$ cat src/rtl/ball_motion.sv
// Ball kinematics: serve, per-frame step with wall/roof/paddle bounces, loss and re-serve.
// Optional SPEEDUP_EN: every 4th paddle hit raises both speeds by one, up to VMAX.
module ball_motion #(
  parameter int unsigned XMAX        = 159,
  parameter int unsigned YMAX        = 119,
  parameter int unsigned START_V     = 1,
  parameter int unsigned VMAX        = 4,
  parameter int unsigned SERVE_OFS   = 4,
  parameter int unsigned LOST_FRAMES = 30
) (
  input  logic       clock,
  input  logic       resetn,
  input  logic       frame_tick,
  input  logic       launch,
  input  logic [7:0] paddleX,
  input  logic [7:0] paddleY,
  input  logic       cX,
  input  logic       cY,
  output logic [7:0] ballX,
  output logic [7:0] ballY,
  output logic [2:0] vX,
  output logic [2:0] vY,
  output logic       dirX,
  output logic       dirY,
  output logic [1:0] state,
  output logic       ball_lost
);

  localparam int unsigned PW = 8;
  localparam int unsigned VW = 3;
  localparam int unsigned CW = $clog2(LOST_FRAMES);
  // Serve speed never exceeds the ceiling.
  localparam logic [VW-1:0] SERVE_V = VW'((START_V > VMAX) ? VMAX : START_V);

  typedef enum logic [1:0] {
    IDLE = 2'b00,
    MOVE = 2'b01,
    LOST = 2'b10
  } state_t;

  state_t        stateQ, nextState;
  logic [PW-1:0] nextX, nextY;
  logic [VW-1:0] nextVX, nextVY;
  logic          nextDirX, nextDirY, nextLost;
  logic [CW-1:0] frameCnt, nextCnt;
  logic [PW:0]   sumX, sumY;
`ifdef SPEEDUP_EN
  logic [1:0]    hitCnt, nextHit;
`endif

  assign state = stateQ;

  always_ff @(posedge clock or negedge resetn) begin
    if (!resetn) begin
      stateQ    <= IDLE;
      ballX     <= PW'(80);
      ballY     <= PW'(100);
      vX        <= SERVE_V;
      vY        <= SERVE_V;
      dirX      <= 1'b1;
      dirY      <= 1'b0;
      ball_lost <= 1'b0;
      frameCnt  <= '0;
`ifdef SPEEDUP_EN
      hitCnt    <= '0;
`endif
    end else begin
      stateQ    <= nextState;
      ballX     <= nextX;
      ballY     <= nextY;
      vX        <= nextVX;
      vY        <= nextVY;
      dirX      <= nextDirX;
      dirY      <= nextDirY;
      ball_lost <= nextLost;
      frameCnt  <= nextCnt;
`ifdef SPEEDUP_EN
      hitCnt    <= nextHit;
`endif
    end
  end

  always_comb begin
    nextState = stateQ;
    nextX     = ballX;
    nextY     = ballY;
    nextVX    = vX;
    nextVY    = vY;
    nextDirX  = dirX;
    nextDirY  = dirY;
    nextLost  = 1'b0;
    nextCnt   = frameCnt;
    sumX      = '0;
    sumY      = '0;
`ifdef SPEEDUP_EN
    nextHit   = hitCnt;
`endif
    if (frame_tick) begin
      case (stateQ)
        IDLE: begin
          // Ball rides on the paddle until served.
          sumX  = {1'b0, paddleX} + (PW+1)'(SERVE_OFS);
          nextX = (sumX > (PW+1)'(XMAX)) ? PW'(XMAX) : sumX[PW-1:0];
          sumY  = {1'b0, paddleY} - (PW+1)'(1);
          nextY = sumY[PW] ? '0 : sumY[PW-1:0];
          if (launch) begin
            nextState = MOVE;
            nextVX    = SERVE_V;
            nextVY    = SERVE_V;
            nextDirX  = 1'b1;
            nextDirY  = 1'b0;
          end
        end
        MOVE: begin
          nextDirX = dirX ^ cX;
          nextDirY = dirY ^ cY;
`ifdef SPEEDUP_EN
          // Paddle hit: vertical bounce while descending.
          if (cY && dirY) begin
            nextHit = hitCnt + 2'd1;
            if (hitCnt == 2'd3) begin
              nextVX = (vX >= VW'(VMAX)) ? VW'(VMAX) : vX + VW'(1);
              nextVY = (vY >= VW'(VMAX)) ? VW'(VMAX) : vY + VW'(1);
            end
          end
`else
          nextVX = SERVE_V;
          nextVY = SERVE_V;
`endif
          if (nextDirX) begin
            sumX  = {1'b0, ballX} + {{(PW+1-VW){1'b0}}, nextVX};
            nextX = (sumX > (PW+1)'(XMAX)) ? PW'(XMAX) : sumX[PW-1:0];
          end else begin
            sumX  = {1'b0, ballX} - {{(PW+1-VW){1'b0}}, nextVX};
            nextX = sumX[PW] ? '0 : sumX[PW-1:0];
          end
          if (nextDirY) begin
            sumY  = {1'b0, ballY} + {{(PW+1-VW){1'b0}}, nextVY};
            nextY = sumY[PW] ? '1 : sumY[PW-1:0];
          end else begin
            sumY  = {1'b0, ballY} - {{(PW+1-VW){1'b0}}, nextVY};
            nextY = sumY[PW] ? '0 : sumY[PW-1:0];
          end
          if (nextY >= PW'(YMAX)) begin
            nextState = LOST;
            nextLost  = 1'b1;
            nextCnt   = '0;
          end
        end
        LOST: begin
          if (frameCnt == CW'(LOST_FRAMES - 1)) begin
            nextState = IDLE;
            nextCnt   = '0;
            nextVX    = SERVE_V;
            nextVY    = SERVE_V;
`ifdef SPEEDUP_EN
            nextHit   = '0;
`endif
          end else begin
            nextCnt = frameCnt + CW'(1);
          end
        end
        default: nextState = IDLE;
      endcase
    end
  end

endmodule

$ cat config.mk
export PLATFORM = sky130hd
export DESIGN_NAME = ball_motion
export DESIGN_NICKNAME = d
export VERILOG_FILES = /design/src/rtl/ball_motion.sv
export SDC_FILE = /design/constraint.sdc
export NUM_CORES = 1
export LEC_CHECK = 0
export ABC_AREA = 0
export BUFFER_PORTS_ARGS = -buffer_cell sky130_fd_sc_hd__buf_4
export CAP_MARGIN = 0
export CORE_ASPECT_RATIO = 1.25
export CORE_MARGIN = 2
export CORE_UTILIZATION = 30
export DETAILED_ROUTE_END_ITERATION = 10
export PLACE_DENSITY = 0.51
export SYNTH_ARGS = -nofsm -noshare
export SYNTH_HDL_FRONTEND = slang
export SYNTH_SLANG_ARGS = --single-unit
$ cat constraint.sdc
create_clock -name clock -period 6 [get_ports clock]
set_input_delay 1.2 -clock clock [delete_from_list [all_inputs] [get_ports clock]]
set_output_delay 1.2 -clock clock [all_outputs]
set_load 0.01 [all_outputs]
==> summary.md, run 1 <==
| Metric | Value |
|---|---|
| Filler cells | `between 900 and 1000` |
| Layout cell share with drive strength beyond 1 | `17.1%` |
| Die X | `between 80 and 90 µm` |
| Final instance area | `about 0.003 mm²` |
| Port buffer count | `42` |
| Peak supply drop | `roughly 0.15 mV` |
| Hold Buf Count CTS | `0` |
| TritonCTS clock tree | `done` |
| Setup violations, final | `0` |
| Crit. End Element | `flip-flop` |
| Final Hold Viols | `0` |
| Detail Placement HPWL | `between 5000 and 6000 µm` |
| Leak | `0.00117 µW` |
| Worst EP required | `6.17 ns` |
| Via/cell ratio | `5.58` |
| R2R setup slack | `3.28 ns` |
| Status | `completed` |
| Initial antenna violation count | `0` |
| Tightest Pin Transition | `0.988 ns` |
| Drt first pass iters | `4` |
| Routed Antenna Nets | `0` |
| Clk buf depth | `2` |
| Final worst-path cycle share | `52.2%` |
| Synth area leader | `dfrtp_1` |
| Die footprint | `0.00963 mm²` |
| Synthesized instance count | `348` |
| FFs w/ async S/R, synth | `between 90% and 100%` |
| TritonCTS buffer count | `3` |
| Tot Pwr | `approximately 1500 µW` |
| Share of the synthesized area in the top cell type | `18.8%` |
| Sequential cell area | `658 µm²` |
| Clk_skew | `0.00261 ns` |
| Most numerous cell in the Yosys netlist | `nand2_1` |
| WS Path Type | `in2reg` |
| Worst Path Max Fanout | `13` |
| Fin Setup TNS | `0 ns` |
| First-pass GRT wire length | `12500 µm` |
| Max cap viols | `0` |
| Post-placement cell area | `0.00299 mm²` |
| Area taken by multi-input logic gates | `0.00182 mm²` |
| Synth warn | `0` |
| Final-report max-slew violation count | `0` |
| Site Rows | `38` |
| Vias in the first global route | `2464` |
| Hold endpoint | `dirX` |
| Area Growth Syn to Fin | `14.6%` |
| Largest net degree at the start of global routing | `27` |
| Area contributors post-synth | `dfrtp_1 (19%), dfstp_2 (5.9%), o21ai_0 (5.6%)` |
| Synth Cell Area | `approximately 0.0027 mm²` |
| Clock Sinks | `26` |
| Post-Place Cells | `485` |
| RSZ-0062 raised after global routing | `no` |
| Register bit count reported by yosys | `26` |
| Worst setup path start | `cY` |
| Seq/Total Area, Yosys | `between 20% and 30%` |
| RD Place Congestion | `0.902` |
| Startpoint Class | `input port` |
| Synth top cells by count | `nand2_1 (36), o21ai_0 (30), nor2_1 (25)` |
| Routed WL | `7590 µm` |
| Post-CTS sizing | `0` |
| Die Y-Extent | `109 µm` |
| DR WL/cell | `15.5 µm` |
| Via count | `2729` |
| I/O pin cnt | `49` |
| DRC violations left | `0` |
| Synthesized area per cell | `~7.6 µm²` |
| CTS H-tree lvls | `1` |
| Clock transition at path regs | `approximately 0.090 ns` |
| RR Startpoint | `ballY[0]` |
| Clk_lat worst skew | `between 0.2 and 0.3 ns` |
| Primary FF master, synth | `dfrtp_1` |
| Critical Path AT | `3.30 ns` |
| Initial drt markers | `around 150` |
| Minimum clock period | `3.13 ns` |
| Total grt overflow | `0` |
| FF-to-FF path depth | `8` |
| CTS root buffer | `clkbuf_8` |
| # Post-CTS Setup Buffers | `0` |
| EDFF count, synth | `0` |
| Unique cell type count in the Yosys netlist | `62` |
| Hold path cells | `2` |
| Post-route insts no fill | `489` |
| Slew HR | `around a third` |
| R2R Path End | `state[1]` |
| Nets@finish | `approximately 400` |
| Initial Utilization | `30.7%` |
| PD cells | `489 mW/mm²` |
| Core area | `0.00865 mm²` |
| N_diodes | `0` |
| GRT Total Usage | `16.0%` |
| Min-delay src | `dirX` |
| Hold Crit Class | `reg2reg` |
| Max Fclk | `319 MHz` |
placed cells by master (no fill, tap or decap), types with 4 or more instances in the layout:
cell type	instances
xor2_1	5
a22oi_1	4
xnor2_1	12
nor2b_1	5
clkbuf_8	4
a31oi_1	11
dfstp_2	6
nor2_1	25
inv_1	11
conb_1	6
a21oi_1	12
mux2i_1	5
o31ai_1	4
o22ai_1	4
nand2_1	36
nand3_1	13
a221oi_1	6
buf_4	43
o211ai_1	4
nor3_1	15
nand4_1	7
o21a_1	4
ha_1	10
nor4_1	6
a211oi_1	9
dfrtp_1	20
and3_1	4
o21ai_0	30
metrics by stage:
stage          hold WS, ns  utilization (%)  setup WS, ns
2_1_floorplan        0.538                -          3.12
3_3_place_gp         0.545             34.6          2.59
3_5_place_dp         0.545             34.6          2.60
4_1_cts              0.562             35.2          2.90
5_1_grt              0.594             35.2          2.66
6_report             0.559             35.2          2.87
how the worst max path moves through the flow:
stage,depth (start not counted),endpoint,slack (ns)
3_5_place_dp,7,state[1],2.60
4_1_cts,7,state[1],2.90
3_3_place_gp,7,state[1],2.59
5_1_grt,7,state[1],2.66
2_1_floorplan,6,state[1],3.12
6_report,7,state[1],2.87
cell families (layout without fill, tap and decap cells):
group / Yosys count / in the layout / synth area share (%)
flops: 26 / 26 / 24.8
simple gates: 135 / 135 / 26.6
fa+ha+maj: 10 / 10 / 4.71
buf+inv: 41 / 58 / 7.39
other cells: 2 / 6 / 0.283
xor+xnor: 17 / 17 / 5.60
mux: 6 / 6 / 2.31
compound gates: 111 / 111 / 28.4
power breakdown:
| group | switching (µW) | internal, µW | leakage, µW |
|---|---|---|---|
| clock | 57.0 | 58.7 | 0.0000288 |
| sequential | 230 | 273 | 0.000301 |
| combinational | 482 | 390 | 0.000843 |
| total | 769 | 722 | 0.00117 |
state kept, by name (all words and copies together) (netlist names):
| name | cells |
|---|---|
| ballX | 8 |
| ballY | 8 |
| frameCnt | 5 |
| state | 2 |
| ball_lost | 1 |
| dirX | 1 |
| dirY | 1 |
critical path, cell delays in order:
cell,delay (ns)
buf_4,0.12
xnor2_1,0.78
a21boi_0,0.21
o2bb2ai_1,0.19
a211o_1,0.28
a31o_4,0.26
a32o_1,0.26
layout make-up:
class | instances | area share, %
multi-input combinational | 285 | 59.7
tap | 120 | 4.93
inverter | 11 | 1.36
sequential | 26 | 21.6
timing repair buffer | 43 | 10.6
clock buffer | 4 | 1.81
layer usage:
layer	track usage (%)	part of all wire (%)
met1	22.3	47
met4	4.87	2.0
met2	25.8	47
met5	0	0
met3	1.97	4.1
Power figures use the tool's default switching activity.
==> run 2: changes to the inputs <==
Clock period 6 ns to 3 ns, I/O delays scaled along.
==> summary.md, run 2 (same netlist as run 1, synthesis figures left out) <==
| Metric | Value |
|---|---|
| Post-CTS sizing | `0` |
| Core area | `roughly 0.0087 mm²` |
| FF-to-FF path depth | `8` |
| Via count | `2755` |
| Startpoint Class | `flip-flop` |
| Final worst-path cycle share | `86.0%` |
| Status | `completed` |
| Initial drt markers | `roughly 130` |
| Met2 Resource Use GR | `28.3%` |
| Site Rows | `38` |
| Commonest non-fill, non-tap cell in the layout | `buf_4` |
| TritonCTS buffer count | `3` |
| Slew HR | `48.8%` |
| Pre-CTS setup slack | `0.435 ns` |
| Combinational Power Share | `between 60 and 70%` |
| Clk_skew | `0.00580 ns` |
| Layout cell share with drive strength beyond 1 | `18.8%` |
| Met1 GRT Util | `21.7%` |
| PD cells | `974 mW/mm²` |
| Post-route insts no fill | `just under 500` |
| Part of the power in the clock network | `6.5%` |
| Switching part of the total | `slightly above 50%` |
| CTS root buffer | `clkbuf_8` |
| Largest net degree at the start of global routing | `27` |
| DRC violations left | `0` |
| Die footprint | `roughly 0.0096 mm²` |
| Area Growth Syn to Fin | `16.6%` |
| Die X | `~90 µm` |
| I/O pin cnt | `49` |
| RD Place Congestion | `0.882` |
| First-pass GRT wire length | `12600 µm` |
| Internal power | `1480 µW` |
| Hold Buf Count CTS | `0` |
| Final Hold Viols | `0` |
| Most frequent cells in the layout | `buf_4 (52), nand2_1 (36), o21ai_0 (30)` |
| Final-report max-slew violation count | `0` |
| Tightest Pin Transition | `0.766 ns` |
| RSZ-0062 raised after global routing | `no` |
| Crit. End Element | `flip-flop` |
| Vias in the first global route | `2565` |
| WS Path Type | `reg2reg` |
| Most Crowded Layer GR | `met2` |
| Leak | `between 0.001 and 0.0015 µW` |
| Drt first pass iters | `4` |
| Top Registers | `ballX: 8 flops, ballY: 8 flops, frameCnt: 5 flops` |
| Final worst setup slack | `0.421 ns` |
| Worst EP required | `3.16 ns` |
| Tot Pwr | `about 3000 µW` |
| Setup violations, final | `0` |
| Post-Place Cells | `494` |
| Total grt overflow | `0` |
| Global routing usage on met3 | `1.89%` |
| Max cap viols | `0` |
| Filler cells | `953` |
| DR WL/cell | `between 15 and 20 µm` |
| TritonCTS clock tree | `done` |
| Critical Path AT | `about 2.7 ns` |
| Clock Sinks | `26` |
| Hold Crit Class | `in2async` |
| Initial antenna violation count | `0` |
| Routed Antenna Nets | `0` |
| Via/cell ratio | `5.54` |
| Worst Path Max Fanout | `8` |
| Max Fclk | `388 MHz` |
| Detail Placement HPWL | `6000 µm` |
| N_diodes | `0` |
| Minimum clock period | `around 2.6 ns` |
| Fin Setup TNS | `0 ns` |
| Nets@finish | `411` |
| Clk buf depth | `2` |
| Port buffer count | `42` |
| CTS H-tree lvls | `1` |
| Peak supply drop | `between 0.2 and 0.3 mV` |
| NetSw | `1540 µW` |
| Initial Utilization | `just over 30%` |
| # Post-CTS Setup Buffers | `0` |
| Routed WL | `approximately 7700 µm` |
| Reg power frac | `between 30 and 40%` |
| Die Y-Extent | `109 µm` |
| Clock transition at path regs | `0.09 ns` |
| Clk_lat worst skew | `0.27 ns` |
| GRT Total Usage | `16.5%` |
==> run 2: cell count changes in the layout (fill, tap and decap cells not counted) <==
cell      previous run  this run
clkbuf_8             4         3
buf_4               43        52
==> run 2: worst paths after layout <==
kind / start / end / slack [ns]
worst max-delay path: ballY[1] / state[1] / 0.42
worst min-delay path: resetn / frameCnt[3] / 0.23
worst max register to register: ballY[1] / state[1] / 0.42
worst min register to register: dirX / dirX / 0.55
max in group asynchronous: resetn / dirX / 2.46
min in group clock: dirX / dirX / 0.55
==> run 2: final cells by class <==
| cell class | count | area (µm²) | area share [%] |
|---|---|---|---|
| multi-input combinational | 285 | 1820 | 58.7 |
| sequential | 26 | 658 | 21.2 |
| timing repair buffer | 52 | 390 | 12.6 |
| tap | 120 | 150 | 4.84 |
| clock buffer | 3 | 41.3 | 1.33 |
| inverter | 11 | 41.3 | 1.33 |
==> run 2: metal layers <==
metal / wire length (µm) / up-vias
li1: - / 1354
met1: 3470 / 1314
met2: 3820 / 77
met3: 296 / 10
met4: 111 / 0
met5: 0 / -
==> run 2: critical path: stages (launching register included) <==
cell     delay (ns)
dfrtp_1        0.46
inv_1          0.13
ha_1           0.20
or3b_2         0.51
o21ai_2        0.24
o32ai_1        0.11
a211o_1        0.31
a31o_4         0.26
a32o_1         0.25
==> run 2: power by group through the flow <==
stage	logic (µW)	clock network [µW]	registers, µW
finish	1880	195	945
global placement	1880	0	947
CTS	1880	206	940
detailed placement	1880	0	946
floorplan	1410	0	772
global route	2100	221	994
==> run 2: through the flow <==
step           hold WS, ns  area (µm²)  util [%]
2_1_floorplan        0.304        2670         -
3_3_place_gp         0.536        3060      35.3
3_5_place_dp         0.538        3060      35.3
4_1_cts              0.244        3100      35.8
5_1_grt              0.248        3100      35.8
6_report             0.233        3100      35.8
==> run 3: changes to the inputs <==
Settings changed: CELL_PAD_IN_SITES_DETAIL_PLACEMENT from default to 1, CELL_PAD_IN_SITES_GLOBAL_PLACEMENT from default to 2, PLACE_DENSITY 0.51 to 0.79.
==> summary.md, run 3 (same netlist as run 1, synthesis figures left out) <==
| Metric | Value |
|---|---|
| Area Growth Syn to Fin | `17.1%` |
| First-pass GRT wire length | `between 10000 and 15000 µm` |
| TritonCTS clock tree | `done` |
| Hold Crit Class | `in2async` |
| Layout cell share with drive strength beyond 1 | `a little under a fifth` |
| GRT Total Usage | `18.0%` |
| Setup violations, final | `0` |
| R2R Path End | `state[1]` |
| Most frequent cells in the layout | `buf_4 (52), nand2_1 (36), o21ai_0 (30)` |
| Vias in the first global route | `between 2000 and 3000` |
| Top Registers | `ballX: 8 flops, ballY: 8 flops, frameCnt: 5 flops` |
| FF-to-FF path depth | `8` |
| CP max-delay cell | `dfrtp_1` |
| Core area | `0.00865 mm²` |
| Drt first pass iters | `4` |
| Critical Path AT | `between 2 and 3 ns` |
| Post-CTS sizing | `0` |
| Routed Antenna Nets | `0` |
| Clock Sinks | `26` |
| Routed WL | `around 8500 µm` |
| DRC violations left | `0` |
| Crit. End Element | `flip-flop` |
| Worst path bufs/invs | `1` |
| Max cap viols | `0` |
| Tightest Pin Transition | `0.752 ns` |
| Minimum clock period | `2.63 ns` |
| Die Y-Extent | `109 µm` |
| Clk_lat worst skew | `about 0.27 ns` |
| RSZ-0062 raised after global routing | `no` |
| Worst Path Max Fanout | `12` |
| Status | `completed` |
| DR WL/cell | `17.0 µm` |
| Max Fclk | `approximately 380 MHz` |
| Hold Buf Count CTS | `0` |
| # Post-CTS Setup Buffers | `0` |
| Post-Place Cells | `494` |
| Fin Setup TNS | `0 ns` |
| RR Startpoint | `ballY[0]` |
| Site Rows | `38` |
| WS Path Type | `reg2reg` |
| Clk_skew | `0.00942 ns` |
| PD cells | `995 mW/mm²` |
| Initial Utilization | `30.7%` |
| R2R setup slack | `0.37 ns` |
| CTS H-tree lvls | `1` |
| Detail Placement HPWL | `6730 µm` |
| CP top delay family | `compound AO/OA/AOI/OAI gates` |
| Critical-path cell list | `inv_1 -> ha_1 -> or3b_2 -> o21ai_2 -> o32ai_1 -> a211o_1 -> a31o_4 -> a32o_1` |
| Die footprint | `0.00963 mm²` |
| Die X | `88.2 µm` |
| Clk buf depth | `2` |
| RD Place Congestion | `0.876` |
| Via/cell ratio | `5.52` |
| Nets@finish | `411` |
| Port buffer count | `42` |
| Post-route insts no fill | `498` |
| Final Hold Viols | `0` |
| Slowest stage delay, CP | `0.52 ns` |
| TritonCTS buffer count | `3` |
| Worst EP required | `3.17 ns` |
| CTS root buffer | `clkbuf_8` |
| Final worst-path cycle share | `between 80% and 90%` |
| Via count | `2751` |
| I/O pin cnt | `49` |
| Largest net degree at the start of global routing | `27` |
| Final-report max-slew violation count | `0` |
| Startpoint Class | `flip-flop` |
| Initial drt markers | `102` |
| Peak supply drop | `0.241 mV` |
| N_diodes | `0` |
| Crit. path cell count | `8` |
| Total grt overflow | `0` |
| Commonest non-fill, non-tap cell in the layout | `buf_4` |
| Leak | `0.00122 µW` |
| Slew HR | `49.7%` |
| Clock transition at path regs | `0.09 ns` |
| Initial antenna violation count | `0` |
-- run 3: per-stage QoR --
stage	util (%)	worst slack [ns]	total power [µW]	hold WS (ns)	instance area (µm²)
2_1_floorplan	-	0.516	2180	0.304	2670
3_5_place_dp	35.3	0.386	2880	0.535	3060
5_1_grt	36.0	0.261	3390	0.237	3110
3_3_place_gp	35.3	0.441	2850	0.538	3060
6_report	36.0	0.374	3100	0.220	3110
4_1_cts	36.0	0.388	3120	0.229	3110
-- run 3: final cells by class --
cell class	count	area, µm²
Clock buffer	4	55.1
Fill cell	1108	5540
Inverter	11	41.3
Multi-Input combinational cell	285	1820
Sequential cell	26	658
Tap cell	120	150
Timing Repair Buffer	52	390
-- run 3: report_power, final --
group	total, µW	internal (µW)	switching, µW
registers	958	548	411
clock network	226	117	109
logic	1910	844	1070
total	3100	1510	1590
-- run 3: how the worst max path moves through the flow --
| stage | to | startpoint | slack, ns |
|---|---|---|---|
| finish | state[1] | ballY[0] | 0.37 |
| global route | state[1] | ballY[0] | 0.26 |
| CTS | state[1] | ballY[0] | 0.39 |
| detailed placement | state[1] | ballY[0] | 0.39 |
| global placement | state[1] | ballY[0] | 0.44 |
| floorplan | state[1] | ballY[0] | 0.52 |
-- run 3: layer usage --
layer | vias up | wire [µm] | GRT usage (%)
met2 | 48 | 4360 | 31.8
met3 | 8 | 276 | 1.89
li1 | 1348 | - | -
met4 | 0 | 81 | 4.44
met5 | - | 0 | 0
met1 | 1347 | 3750 | 23.1
